### config.mk
export PLATFORM = sky130hd
export DESIGN_NAME = led_pattern_counter
export DESIGN_NICKNAME = d
export VERILOG_FILES = /design/src/rtl/led_pattern_pkg.sv /design/src/rtl/led_pattern_counter_btn_debounce.sv /design/src/rtl/led_pattern_counter.sv
export SDC_FILE = /design/constraint.sdc
export NUM_CORES = 1
export LEC_CHECK = 0
export CAP_MARGIN = 20
export CORE_ASPECT_RATIO = 0.8
export CORE_UTILIZATION = 35
export DETAILED_ROUTE_END_ITERATION = 16
export PLACE_DENSITY_LB_ADDON = 0.15
export SETUP_SLACK_MARGIN = 0.05
export SLEW_MARGIN = 5
export SYNTH_ARGS = -nofsm -noshare
export SYNTH_HDL_FRONTEND = slang
export SYNTH_SLANG_ARGS = --single-unit
### constraint.sdc
create_clock -name CLK -period 9.1 [get_ports CLK]
set_clock_uncertainty 0.1 [all_clocks]
set_input_delay 0.91 -clock CLK [delete_from_list [all_inputs] [get_ports CLK]]
set_output_delay 0.91 -clock CLK [all_outputs]
set_load 0.05 [all_outputs]
### src/rtl/led_pattern_pkg.sv
// -----------------------------------------------------------------------------
// led_pattern_pkg
// Shared definitions for the LED pattern counter:
//   - MODE_* : two-bit encodings of the four pattern modes
//   - calc_iw      : width of the interval register for a given maximum (ms)
//   - init_pattern : LED value a mode starts from (after CLR or a mode change)
// -----------------------------------------------------------------------------
package led_pattern_pkg;

   localparam logic [1:0] MODE_UP     = 2'd0;
   localparam logic [1:0] MODE_DOWN   = 2'd1;
   localparam logic [1:0] MODE_BOUNCE = 2'd2;
   localparam logic [1:0] MODE_GRAY   = 2'd3;

   // Bits needed to hold 0..max_ms inclusive.
   function automatic int calc_iw(input int max_ms);
      if (max_ms < 1) begin
         return 1;
      end else begin
         return $clog2(max_ms + 1);
      end
   endfunction

   // Starting pattern of a mode, LSB-aligned in 64 bits; callers truncate to
   // their own width. DOWN starts from all-ones of the requested width.
   function automatic logic [63:0] init_pattern(input logic [1:0] mode, input int width);
      logic [63:0] w_pat;
      case (mode)
         MODE_UP:     w_pat = 64'd0;
         MODE_DOWN:   w_pat = {64{1'b1}} >> (64 - width);
         MODE_BOUNCE: w_pat = 64'd1;
         MODE_GRAY:   w_pat = 64'd0;
         default:     w_pat = 64'd0;
      endcase
      return w_pat;
   endfunction

endpackage

### src/rtl/led_pattern_counter_btn_debounce.sv
// -----------------------------------------------------------------------------
// btn_debounce
// Debounces one active-low raw button.
//   i_clk, i_rst : clock, asynchronous active-high reset
//   i_ms_tick    : one-cycle pulse per millisecond
//   i_raw_n      : raw pin level, low = pressed
//   o_level      : accepted (debounced) level, reset value 1 (released)
//   o_press      : one-cycle pulse when the accepted level falls 1->0
// -----------------------------------------------------------------------------
module btn_debounce #(
   parameter int DEBOUNCE_MS = 20
) (
   input  logic i_clk,
   input  logic i_rst,
   input  logic i_ms_tick,
   input  logic i_raw_n,
   output logic o_level,
   output logic o_press
);

   localparam int CW = (DEBOUNCE_MS < 2) ? 1 : $clog2(DEBOUNCE_MS);
   localparam logic [CW-1:0] C_LAST = CW'(DEBOUNCE_MS - 1);
   localparam logic [CW-1:0] C_ONE  = CW'(1);

   logic          r_sync1;
   logic          r_sync2;
   logic          r_level;
   logic          r_press;
   logic [CW-1:0] r_cnt;

   // Two-flop synchroniser for the asynchronous pin.
   always_ff @(posedge i_clk or posedge i_rst) begin
      if (i_rst) begin
         r_sync1 <= 1'b1;
         r_sync2 <= 1'b1;
      end else begin
         r_sync1 <= i_raw_n;
         r_sync2 <= r_sync1;
      end
   end

   // Stability counter: ms ticks spent disagreeing with the accepted level.
   // Any agreement restarts the count, so only a continuously stable new
   // level is accepted. The press pulse rides along with a 1->0 acceptance.
   always_ff @(posedge i_clk or posedge i_rst) begin
      if (i_rst) begin
         r_cnt   <= '0;
         r_level <= 1'b1;
         r_press <= 1'b0;
      end else begin
         r_press <= 1'b0;
         if (r_sync2 == r_level) begin
            r_cnt <= '0;
         end else if (i_ms_tick) begin
            if (r_cnt == C_LAST) begin
               r_cnt   <= '0;
               r_level <= r_sync2;
               r_press <= ~r_sync2;
            end else begin
               r_cnt <= r_cnt + C_ONE;
            end
         end
      end
   end

   assign o_level = r_level;
   assign o_press = r_press;

endmodule

### src/rtl/led_pattern_counter.sv
// -----------------------------------------------------------------------------
// led_pattern_counter
// Button-adjustable LED pattern generator. The pattern advances once every
// INTERVAL_MS milliseconds in one of four modes (UP, DOWN, BOUNCE, GRAY).
//   CLK, RST      : clock, asynchronous active-high reset
//   BTN_FASTER_N  : raw button, shortens the interval
//   BTN_SLOWER_N  : raw button, lengthens the interval
//   BTN_MODE_N    : raw button, selects the next mode
//   BTN_CLR_N     : raw button, restarts the pattern and default interval
//   LED           : current pattern
//   MODE          : current mode (0 UP, 1 DOWN, 2 BOUNCE, 3 GRAY)
//   INTERVAL_MS   : current interval in ms
//   STEP          : one-cycle pulse in the cycle LED advances
// -----------------------------------------------------------------------------
module led_pattern_counter
   import led_pattern_pkg::*;
#(
   parameter int  WIDTH            = 8,
   parameter int  CLKS_PER_MS      = 100000,
   parameter int  INTERVAL_DEF_MS  = 100,
   parameter int  INTERVAL_STEP_MS = 10,
   parameter int  INTERVAL_MIN_MS  = 10,
   parameter int  INTERVAL_MAX_MS  = 1000,
   parameter int  DEBOUNCE_MS      = 20,
   localparam int IW               = calc_iw(INTERVAL_MAX_MS)
) (
   input  logic             CLK,
   input  logic             RST,
   input  logic             BTN_FASTER_N,
   input  logic             BTN_SLOWER_N,
   input  logic             BTN_MODE_N,
   input  logic             BTN_CLR_N,
   output logic [WIDTH-1:0] LED,
   output logic [1:0]       MODE,
   output logic [IW-1:0]    INTERVAL_MS,
   output logic             STEP
);

   localparam int EW = IW + 1;
   localparam int PW = (CLKS_PER_MS < 2) ? 1 : $clog2(CLKS_PER_MS);

   localparam logic [PW-1:0]    C_PRESC_LAST = PW'(CLKS_PER_MS - 1);
   localparam logic [PW-1:0]    C_PRESC_ONE  = PW'(1);
   localparam logic [IW-1:0]    C_MS_ONE     = IW'(1);
   localparam logic [IW-1:0]    C_DEF        = IW'(INTERVAL_DEF_MS);
   localparam logic [EW-1:0]    C_EXT_ONE    = EW'(1);
   localparam logic [EW-1:0]    C_MIN_E      = EW'(INTERVAL_MIN_MS);
   localparam logic [EW-1:0]    C_MAX_E      = EW'(INTERVAL_MAX_MS);
   localparam logic [EW-1:0]    C_STEP_E     = EW'(INTERVAL_STEP_MS);
   localparam logic [WIDTH-1:0] C_LED_ONE    = WIDTH'(1);

   if (INTERVAL_MIN_MS < 1 || INTERVAL_MIN_MS > INTERVAL_DEF_MS ||
       INTERVAL_DEF_MS > INTERVAL_MAX_MS || WIDTH < 2 || WIDTH > 64) begin : g_bad_params
      $error("led_pattern_counter: illegal parameter combination");
   end

   logic [PW-1:0]    r_presc;
   logic [IW-1:0]    r_ms_cnt;
   logic [IW-1:0]    r_interval;
   logic [WIDTH-1:0] r_led;
   logic [WIDTH-1:0] r_bin;
   logic [1:0]       r_mode;
   logic             r_dir;       // 1 = moving toward the MSB
   logic             r_step;

   logic [3:0]       w_levels_unused;
   logic             w_fast_press;
   logic             w_slow_press;
   logic             w_mode_press;
   logic             w_clr_press;
   logic             w_ms_tick;
   logic             w_step_due;
   logic [1:0]       w_mode_inc;
   logic [WIDTH-1:0] w_init_cur;
   logic [WIDTH-1:0] w_init_new;
   logic [WIDTH-1:0] w_adv_led;
   logic [WIDTH-1:0] w_adv_bin;
   logic             w_adv_dir;
   logic [EW-1:0]    w_int_ext;
   logic [EW-1:0]    w_faster;
   logic [EW-1:0]    w_slower;
   logic [PW-1:0]    w_presc_nxt;
   logic [IW-1:0]    w_ms_nxt;
   logic [IW-1:0]    w_int_nxt;
   logic [WIDTH-1:0] w_led_nxt;
   logic [WIDTH-1:0] w_bin_nxt;
   logic [1:0]       w_mode_nxt;
   logic             w_dir_nxt;
   logic             w_step_nxt;

   btn_debounce #(.DEBOUNCE_MS(DEBOUNCE_MS)) u_db_faster (
      .i_clk(CLK), .i_rst(RST), .i_ms_tick(w_ms_tick), .i_raw_n(BTN_FASTER_N),
      .o_level(w_levels_unused[0]), .o_press(w_fast_press));
   btn_debounce #(.DEBOUNCE_MS(DEBOUNCE_MS)) u_db_slower (
      .i_clk(CLK), .i_rst(RST), .i_ms_tick(w_ms_tick), .i_raw_n(BTN_SLOWER_N),
      .o_level(w_levels_unused[1]), .o_press(w_slow_press));
   btn_debounce #(.DEBOUNCE_MS(DEBOUNCE_MS)) u_db_mode (
      .i_clk(CLK), .i_rst(RST), .i_ms_tick(w_ms_tick), .i_raw_n(BTN_MODE_N),
      .o_level(w_levels_unused[2]), .o_press(w_mode_press));
   btn_debounce #(.DEBOUNCE_MS(DEBOUNCE_MS)) u_db_clr (
      .i_clk(CLK), .i_rst(RST), .i_ms_tick(w_ms_tick), .i_raw_n(BTN_CLR_N),
      .o_level(w_levels_unused[3]), .o_press(w_clr_press));

   assign w_ms_tick  = (r_presc == C_PRESC_LAST);
   // ms_cnt >= INTERVAL_MS-1, rewritten as ms_cnt+1 >= INTERVAL_MS so that a
   // shrunken interval fires on the next tick without any subtraction.
   assign w_step_due = w_ms_tick && (({1'b0, r_ms_cnt} + C_EXT_ONE) >= {1'b0, r_interval});
   assign w_mode_inc = r_mode + 2'd1;
   assign w_init_cur = WIDTH'(init_pattern(r_mode, WIDTH));
   assign w_init_new = WIDTH'(init_pattern(w_mode_inc, WIDTH));
   assign w_int_ext  = {1'b0, r_interval};

   // Pattern value (and bounce direction / Gray counter) after one step.
   always_comb begin
      w_adv_led = r_led;
      w_adv_dir = r_dir;
      w_adv_bin = r_bin;
      case (r_mode)
         MODE_UP:   w_adv_led = r_led + C_LED_ONE;
         MODE_DOWN: w_adv_led = r_led - C_LED_ONE;
         MODE_BOUNCE: begin
            // Direction flips as the lit bit lands on an end position.
            if (r_dir) begin
               w_adv_led = r_led << 1;
               if (r_led[WIDTH-2]) begin
                  w_adv_dir = 1'b0;
               end else begin
                  w_adv_dir = 1'b1;
               end
            end else begin
               w_adv_led = r_led >> 1;
               if (r_led[1]) begin
                  w_adv_dir = 1'b1;
               end else begin
                  w_adv_dir = 1'b0;
               end
            end
         end
         MODE_GRAY: begin
            w_adv_bin = r_bin + C_LED_ONE;
            w_adv_led = w_adv_bin ^ (w_adv_bin >> 1);
         end
         default: w_adv_led = r_led;
      endcase
   end

   // Saturating interval adjustments, one bit wider than the register.
   always_comb begin
      if (w_int_ext < (C_MIN_E + C_STEP_E)) begin
         w_faster = C_MIN_E;
      end else begin
         w_faster = w_int_ext - C_STEP_E;
      end
      if ((w_int_ext + C_STEP_E) > C_MAX_E) begin
         w_slower = C_MAX_E;
      end else begin
         w_slower = w_int_ext + C_STEP_E;
      end
   end

   // Next-state selection: CLR beats MODE, which beats stepping and
   // interval changes; the latter two may coincide.
   always_comb begin
      w_presc_nxt = r_presc;
      w_ms_nxt    = r_ms_cnt;
      w_int_nxt   = r_interval;
      w_led_nxt   = r_led;
      w_bin_nxt   = r_bin;
      w_mode_nxt  = r_mode;
      w_dir_nxt   = r_dir;
      w_step_nxt  = 1'b0;
      if (w_clr_press) begin
         w_presc_nxt = '0;
         w_ms_nxt    = '0;
         w_int_nxt   = C_DEF;
         w_led_nxt   = w_init_cur;
         w_bin_nxt   = '0;
         w_dir_nxt   = 1'b1;
      end else if (w_mode_press) begin
         w_presc_nxt = '0;
         w_ms_nxt    = '0;
         w_mode_nxt  = w_mode_inc;
         w_led_nxt   = w_init_new;
         w_bin_nxt   = '0;
         w_dir_nxt   = 1'b1;
      end else begin
         if (w_ms_tick) begin
            w_presc_nxt = '0;
         end else begin
            w_presc_nxt = r_presc + C_PRESC_ONE;
         end
         if (w_step_due) begin
            w_ms_nxt   = '0;
            w_step_nxt = 1'b1;
            w_led_nxt  = w_adv_led;
            w_bin_nxt  = w_adv_bin;
            w_dir_nxt  = w_adv_dir;
         end else if (w_ms_tick) begin
            w_ms_nxt = r_ms_cnt + C_MS_ONE;
         end else begin
            w_ms_nxt = r_ms_cnt;
         end
         if (w_fast_press && !w_slow_press) begin
            w_int_nxt = w_faster[IW-1:0];
         end else if (w_slow_press && !w_fast_press) begin
            w_int_nxt = w_slower[IW-1:0];
         end else begin
            w_int_nxt = r_interval;
         end
      end
   end

   // State registers; reset lands in UP mode at the default interval.
   always_ff @(posedge CLK or posedge RST) begin
      if (RST) begin
         r_presc    <= '0;
         r_ms_cnt   <= '0;
         r_interval <= C_DEF;
         r_led      <= '0;
         r_bin      <= '0;
         r_mode     <= MODE_UP;
         r_dir      <= 1'b1;
         r_step     <= 1'b0;
      end else begin
         r_presc    <= w_presc_nxt;
         r_ms_cnt   <= w_ms_nxt;
         r_interval <= w_int_nxt;
         r_led      <= w_led_nxt;
         r_bin      <= w_bin_nxt;
         r_mode     <= w_mode_nxt;
         r_dir      <= w_dir_nxt;
         r_step     <= w_step_nxt;
      end
   end

   assign LED         = r_led;
   assign MODE        = r_mode;
   assign INTERVAL_MS = r_interval;
   assign STEP        = r_step;

endmodule

==> results of run 1 <==
==> Yosys cell counts, drive strengths merged, types with 8 or more instances <==
library cell  instances
or3                  21
dfstp                16
nand2                69
and3                  8
xor2                 16
clkbuf               20
nor3                 14
buf                  10
mux2                  8
nand3                19
o21ai                48
inv                  26
nor2b                16
nor2                 44
dfrtp                76
nand4                19
a21oi                48
a21o                  9
xnor2                30
o21a                  8
a31oi                 8
ha                   30
==> layout make-up <==
cell class                 count  area (µm²)
clock inverter                 6        46.3
clock buffer                  10         239
inverter                      26         100
sequential                    92        2320
multi-input combinational    513        3370
timing repair buffer          29         280
tap                          220         275
fill                        1657        9920
==> flip-flops by register name, summed over array words and instances (netlist names), 2 cells and up <==
| signal | count |
|---|---|
| MODE | 2 |
| r_ms_cnt | 10 |
| u_db_faster.r_cnt | 5 |
| r_presc | 17 |
| u_db_slower.r_cnt | 5 |
| LED | 8 |
| u_db_mode.r_cnt | 5 |
| r_bin | 8 |
| u_db_clr.r_cnt | 5 |
| INTERVAL_MS | 9 |
==> worst paths after layout <==
path / startpoint / end / slack (ps)
worst min-delay path: u_db_faster.r_sync1$_DFF_PP1_ / u_db_faster.r_sync2$_DFF_PP1_ / 260
worst min register to register: u_db_faster.r_sync1$_DFF_PP1_ / u_db_faster.r_sync2$_DFF_PP1_ / 260
max in group asynchronous: RST / INTERVAL_MS[1]$_DFFE_PP0P_ / 6940
worst max register to register: r_ms_cnt[0]$_DFFE_PP0P_ / r_bin[7]$_DFFE_PP0P_ / 5680
min in group asynchronous: RST / r_presc[12]$_DFF_PP0_ / 750
worst max-delay path: r_ms_cnt[0]$_DFFE_PP0P_ / r_bin[7]$_DFFE_PP0P_ / 5680
==> kinds of logic after synthesis <==
| group | Yosys count | share of synthesized area |
|---|---|---|
| and+or+nand+nor | 248 | 0.222 |
| buffers and inverters | 56 | 0.0388 |
| xor gates and xnor gates | 47 | 0.0718 |
| muxes | 12 | 0.0220 |
| adders and majority gates | 31 | 0.0667 |
| other | 1 | 0.000633 |
| AOI/OAI and AO/OA | 174 | 0.186 |
| DFF | 92 | 0.392 |
==> through the flow <==
step / worst slack [ps] / hold WS (ps) / power, mW / cells
after detailed placement: 5710 / 247 / 0.436 / 880
after global routing: 5290 / 262 / 0.825 / 896
final: 5680 / 255 / 0.788 / 896
after CTS: 5690 / 257 / 0.803 / 896
after global placement: 5780 / 246 / 0.435 / 880
after floorplan: 5720 / 245 / 0.429 / 661
==> power groups by stage <==
stage                     Sequential (mW)  Combinational, mW  Clock, mW
final                               0.413             0.0135      0.361
after global routing                0.413             0.0160      0.395
after CTS                           0.413             0.0144      0.375
after detailed placement            0.421             0.0145          0
after global placement              0.421             0.0142          0
after floorplan                     0.421            0.00878          0
==> metal layers <==
layer  global-route usage  vias up  wire length (µm)
met5                    0        -                 0
met4               0.0509        0               179
li1                     -     2409                 -
met2                0.252       92              5950
met3               0.0432       11               576
met1                0.251     2347              7450
==> flow_summary.json, run 1 <==
{
  "cts_root_buf": "clkbuf_16",
  "fin_util": 0.401,
  "cpPeakStageDelay_ps": 470,
  "cpLargestDelayFamily": "compound AO/OA/AOI/OAI gates",
  "drt_pass1_iterations": 5,
  "required_ps": 9280,
  "clkTransAtPathRegs_ps": 70,
  "max-cap-violations": 0,
  "period_needed_ps": 3420,
  "ys.warnings.count": 0,
  "layout_common_cells": "dfrtp_1 (76), nand2_1 (68), o21ai_0 (48), a21oi_1 (48), nor2_1 (43)",
  "power.share.clock": 0.458,
  "fmax_ghz": 0.293,
  "core.rowCount": 42,
  "setup.worst_path.end_class": "register",
  "crit_chain": "ha_1 > and4_1 > nand2_1 > xnor2_1 > ha_1 > and4_1 > o21ai_0 > a21oi_1 > o211ai_1 > or3_1 > a21oi_1",
  "grt_pass1_vias": 4660,
  "reg2regPathDepth": 11,
  "clk_path_buf_depth": 2,
  "grt_max_degree": 73,
  "hold_buffers": 0,
  "path_class": "register to register",
  "yosys-top-cells-area": "dfrtp_1 (32%), dfstp_2 (7.1%), ha_1 (6.3%), xnor2_1 (4.4%), nand2_1 (4.3%)",
  "wirelength_mm": 14.2,
  "min_path_cells": 0,
  "drc": 0,
  "grt_pass1_wl_mm": 24.1,
  "dieArea_um2": 17500,
  "syn_area_um2": 5930,
  "power.switching_uw": 178,
  "grt.total_usage": 0.173,
  "place_area_um2": 6350,
  "die_x_um": 147,
  "drt_iter0_markers": 307,
  "synth_edf_count": 0,
  "finalNetCount": 708,
  "antenna_found_initial": 0,
  "core_area_um2": 16600,
  "ir_drop_mv": 0.0866,
  "synth_async_sr_flop_share": 1.00,
  "cp.depth": 11,
  "drive_above_1_share": 0.0888,
  "setup_tns_ps": 0,
  "p_comb_frac": 0.017,
  "post_cts_resized": 0,
  "worst_slew_pin_slew_ps": 929,
  "initial_core_util": 0.358,
  "viasPerCell": 5.42,
  "ys_types": 72,
  "place.gp.congestion": 0.845,
  "dp_hpwl_mm": 9.99,
  "grt-ovfl-total": 0,
  "relSlewSlack": 0.381,
  "setup_violations": 0,
  "hold_violations": 0,
  "syn_avg_cell_area_um2": 8.96,
  "ys.flop_type": "dfrtp_1",
  "yosysSeqAreaShare": 0.392,
  "status": "completed",
  "ys_ff_latch": 92,
  "cp_max_fo": 14,
  "syn-num-nets": 698,
  "power.leakage_nw": 2.76,
  "n_antenna_cell": 0,
  "synthToLayoutAreaGrowth_pct": 12.0,
  "postCtsSetupBuffers": 0,
  "power_density_nw_per_um2": 119,
  "rsz0062_at_grt": "false",
  "clock_latency_ps": 360,
  "clkSinkCount": 92,
  "synth.top_cell.area_share": 0.321,
  "worst-path-buf-inv": 0,
  "die-height_um": 118,
  "wire_per_inst_um": 15.8,
  "ctsHtreeMaxLevel": 3,
  "cts_tree": "done",
  "intPower_uw": 610,
  "synth_top_area_cell": "dfrtp_1",
  "finalMaxSlewViolations": 0,
  "critPathArrivalTime_ps": 3590,
  "critPathSlowestCell": "or3_1",
  "synth_cells": 661,
  "pwr-share-seq": 0.525,
  "fin_crit_sh": 0.375,
  "swShare": 0.226,
  "io_buffers": 25,
  "cts_made_buffers": 9,
  "stdcell_area_um2": 6640,
  "ant_nets": 0,
  "layout_commonest_cell": "dfrtp_1",
  "setup.worst_path.start_class": "register",
  "vias": 4859,
  "io_pins": 27,
  "hp-class": "register to register"
}
Note: power is estimated with default switching activity, not from simulation.
==> run 2, diff against run 1 <==
Clock period 9.1 ns to 2.7 ns, I/O delays scaled along.
==> run 2 against run 1 <==
Effect of this change:
- sequential power rose to 3.4 times the previous value
- core utilization rose by 3.7 points
- combinational power rose to 3.5 times the previous value
- register-to-register slack got worse by 5800 ps
- via count rose by 5.8%
- count of clock-buffer cells in the layout did not move
- highest routed layer unchanged
- critical path type unchanged
- routed wire length rose by 1.8%
- global-route usage barely moved
- clock power rose to 3.9 times the previous value
- largest power group unchanged
- the run now ends with setup timing left
- hold slack got worse by 35 ps
==> flow_summary.json, run 2 (same netlist as run 1, synthesis figures left out) <==
{
  "clkSinkCount": 92,
  "grt-ovfl-total": 0,
  "stdcell_area_um2": 7250,
  "largest_reg_flops": 17,
  "setup_violations": 20,
  "required_ps": 2840,
  "vias": 5143,
  "io_buffers": 25,
  "ir_drop_mv": 0.283,
  "grt_pass1_vias": 4691,
  "pre_cts_ws_ps": -113,
  "setup.worst_path.end_class": "register",
  "core_area_um2": 16600,
  "power.leakage_nw": 3.07,
  "drive_above_1_share": 0.194,
  "synthToLayoutAreaGrowth_pct": 22.4,
  "critPathArrivalTime_ps": 2980,
  "antenna_found_initial": 0,
  "setup.worst_path.start": "r_ms_cnt[1]$_DFFE_PP0P_",
  "max-cap-violations": 0,
  "cp_max_fo": 3,
  "n_antenna_cell": 0,
  "power_density_nw_per_um2": 390,
  "cts_tree": "done",
  "io_pins": 27,
  "hold_buffers": 0,
  "path_class": "register to register",
  "fin_cells": 948,
  "hold_violations": 0,
  "cts_root_buf": "clkbuf_16",
  "grt_pass1_wl_mm": 24.0,
  "place_inst": 923,
  "p_total_mw": 2.83,
  "reg2regPathDepth": 13,
  "clk_path_buf_depth": 2,
  "wirelength_mm": 14.4,
  "drc": 0,
  "finalNetCount": 760,
  "core.rowCount": 42,
  "regMostFlops": "r_presc",
  "clkTransAtPathRegs_ps": 70,
  "initial_core_util": 0.358,
  "place_area_um2": 6720,
  "violations": "setup timing",
  "rsz0062_at_grt": "true",
  "period_needed_ps": 2840,
  "dieArea_um2": 17500,
  "layout_commonest_cell": "dfrtp_1",
  "clock_latency_ps": 350,
  "ctsHtreeMaxLevel": 3,
  "finalMaxSlewViolations": 0,
  "place.gp.congestion": 0.868,
  "layout_common_cells": "dfrtp_1 (72), nand2_1 (66), buf_4 (52)",
  "hold_start": "BTN_MODE_N",
  "grt_max_degree": 93,
  "fin_util": 0.438,
  "fin_ws_ps": -142,
  "grt.total_usage": 0.173,
  "ant_nets": 0,
  "hp-class": "input pin to register",
  "reg2reg_from": "r_ms_cnt[1]$_DFFE_PP0P_",
  "wire_per_inst_um": 15.2,
  "drt_iter0_markers": 275,
  "setup.worst_path.start_class": "register",
  "die-height_um": 118,
  "dp_hpwl_mm": 10.4,
  "regToRegEndpoint": "LED[7]$_DFFE_PP0P_",
  "drt_pass1_iterations": 5,
  "cts_made_buffers": 9,
  "die_x_um": 147,
  "relSlewSlack": 0.637,
  "min_to": "u_db_mode.r_sync1$_DFF_PP1_",
  "min_path_cells": 1,
  "fin_crit_sh": 1.05,
  "worst_slew_pin_slew_ps": 539,
  "regToRegSetupSlack_ps": -140,
  "status": "finished with violations",
  "fmax_ghz": 0.352,
  "viasPerCell": 5.43
}
-- run 2: cell count changes in the layout (fill, tap and decap cells not counted), sizes merged --
cell and change:
bufinv +2, clkinvlp +1, inv -1, clkinv -2
buf +52
-- run 2: cell type report --
| type | count | area [µm²] |
|---|---|---|
| inverter | 26 | 101 |
| clock buffer | 10 | 229 |
| clock inverter | 6 | 96.3 |
| multi-input combinational | 513 | 3530 |
| timing repair buffer | 81 | 694 |
| tap | 220 | 275 |
| fill | 1589 | 9300 |
| sequential | 92 | 2330 |
-- run 2: worst max path at each step --
| stage | endpoint | cells after the start |
|---|---|---|
| final | LED[7]$_DFFE_PP0P_ | 13 |
| after global routing | r_bin[1]$_DFFE_PP0P_ | 13 |
| after CTS | r_bin[3]$_DFFE_PP0P_ | 12 |
| after detailed placement | LED[7]$_DFFE_PP0P_ | 10 |
| after global placement | LED[7]$_DFFE_PP0P_ | 10 |
| after floorplan | LED[7]$_DFFE_PP0P_ | 9 |
-- run 2: worst max-delay path: stages, from the launching register on --
cell and delay (ps):
dfrtp_1 420, ha_4 170, and4_4 220, nand2_2 60, xnor2_1 140, ha_1 290, o21ai_1 60, o21a_1 230
buf_4 150, buf_6 100, a21o_1 200, a21oi_1 230, a21boi_0 130, o221a_2 240
-- run 2: what timing repair did --
action | CTS | global route
setup buffers | 6 | 3
pin swaps | 3 | 10
setup endpoints to repair | 26 | 28
resized for setup | 16 | 23
-- run 2: stage by stage --
step	TNS [ps]	hold WS (ps)
final	-1410	220
after global routing	-5730	203
after CTS	-134	209
after detailed placement	-365	247
after global placement	-34.4	247
after floorplan	-112	174
-- run 2: where the power goes --
| group | total, mW | switching [mW] | leakage [nW] | internal (mW) |
|---|---|---|---|---|
| Clock | 1.39 | 0.563 | 0.155 | 0.823 |
| Combinational | 0.0477 | 0.0355 | 1.70 | 0.0122 |
| Sequential | 1.39 | 0.00374 | 1.21 | 1.39 |
| Total | 2.83 | 0.603 | 3.07 | 2.22 |
-- run 2: layer usage --
metal / up-vias / GRT usage / share of wire
met5: - / 0 / 0
met4: 0 / 0.0509 / 0.012
met3: 13 / 0.0347 / 0.044
met2: 122 / 0.256 / 0.44
met1: 2485 / 0.252 / 0.50
li1: 2523 / - / -
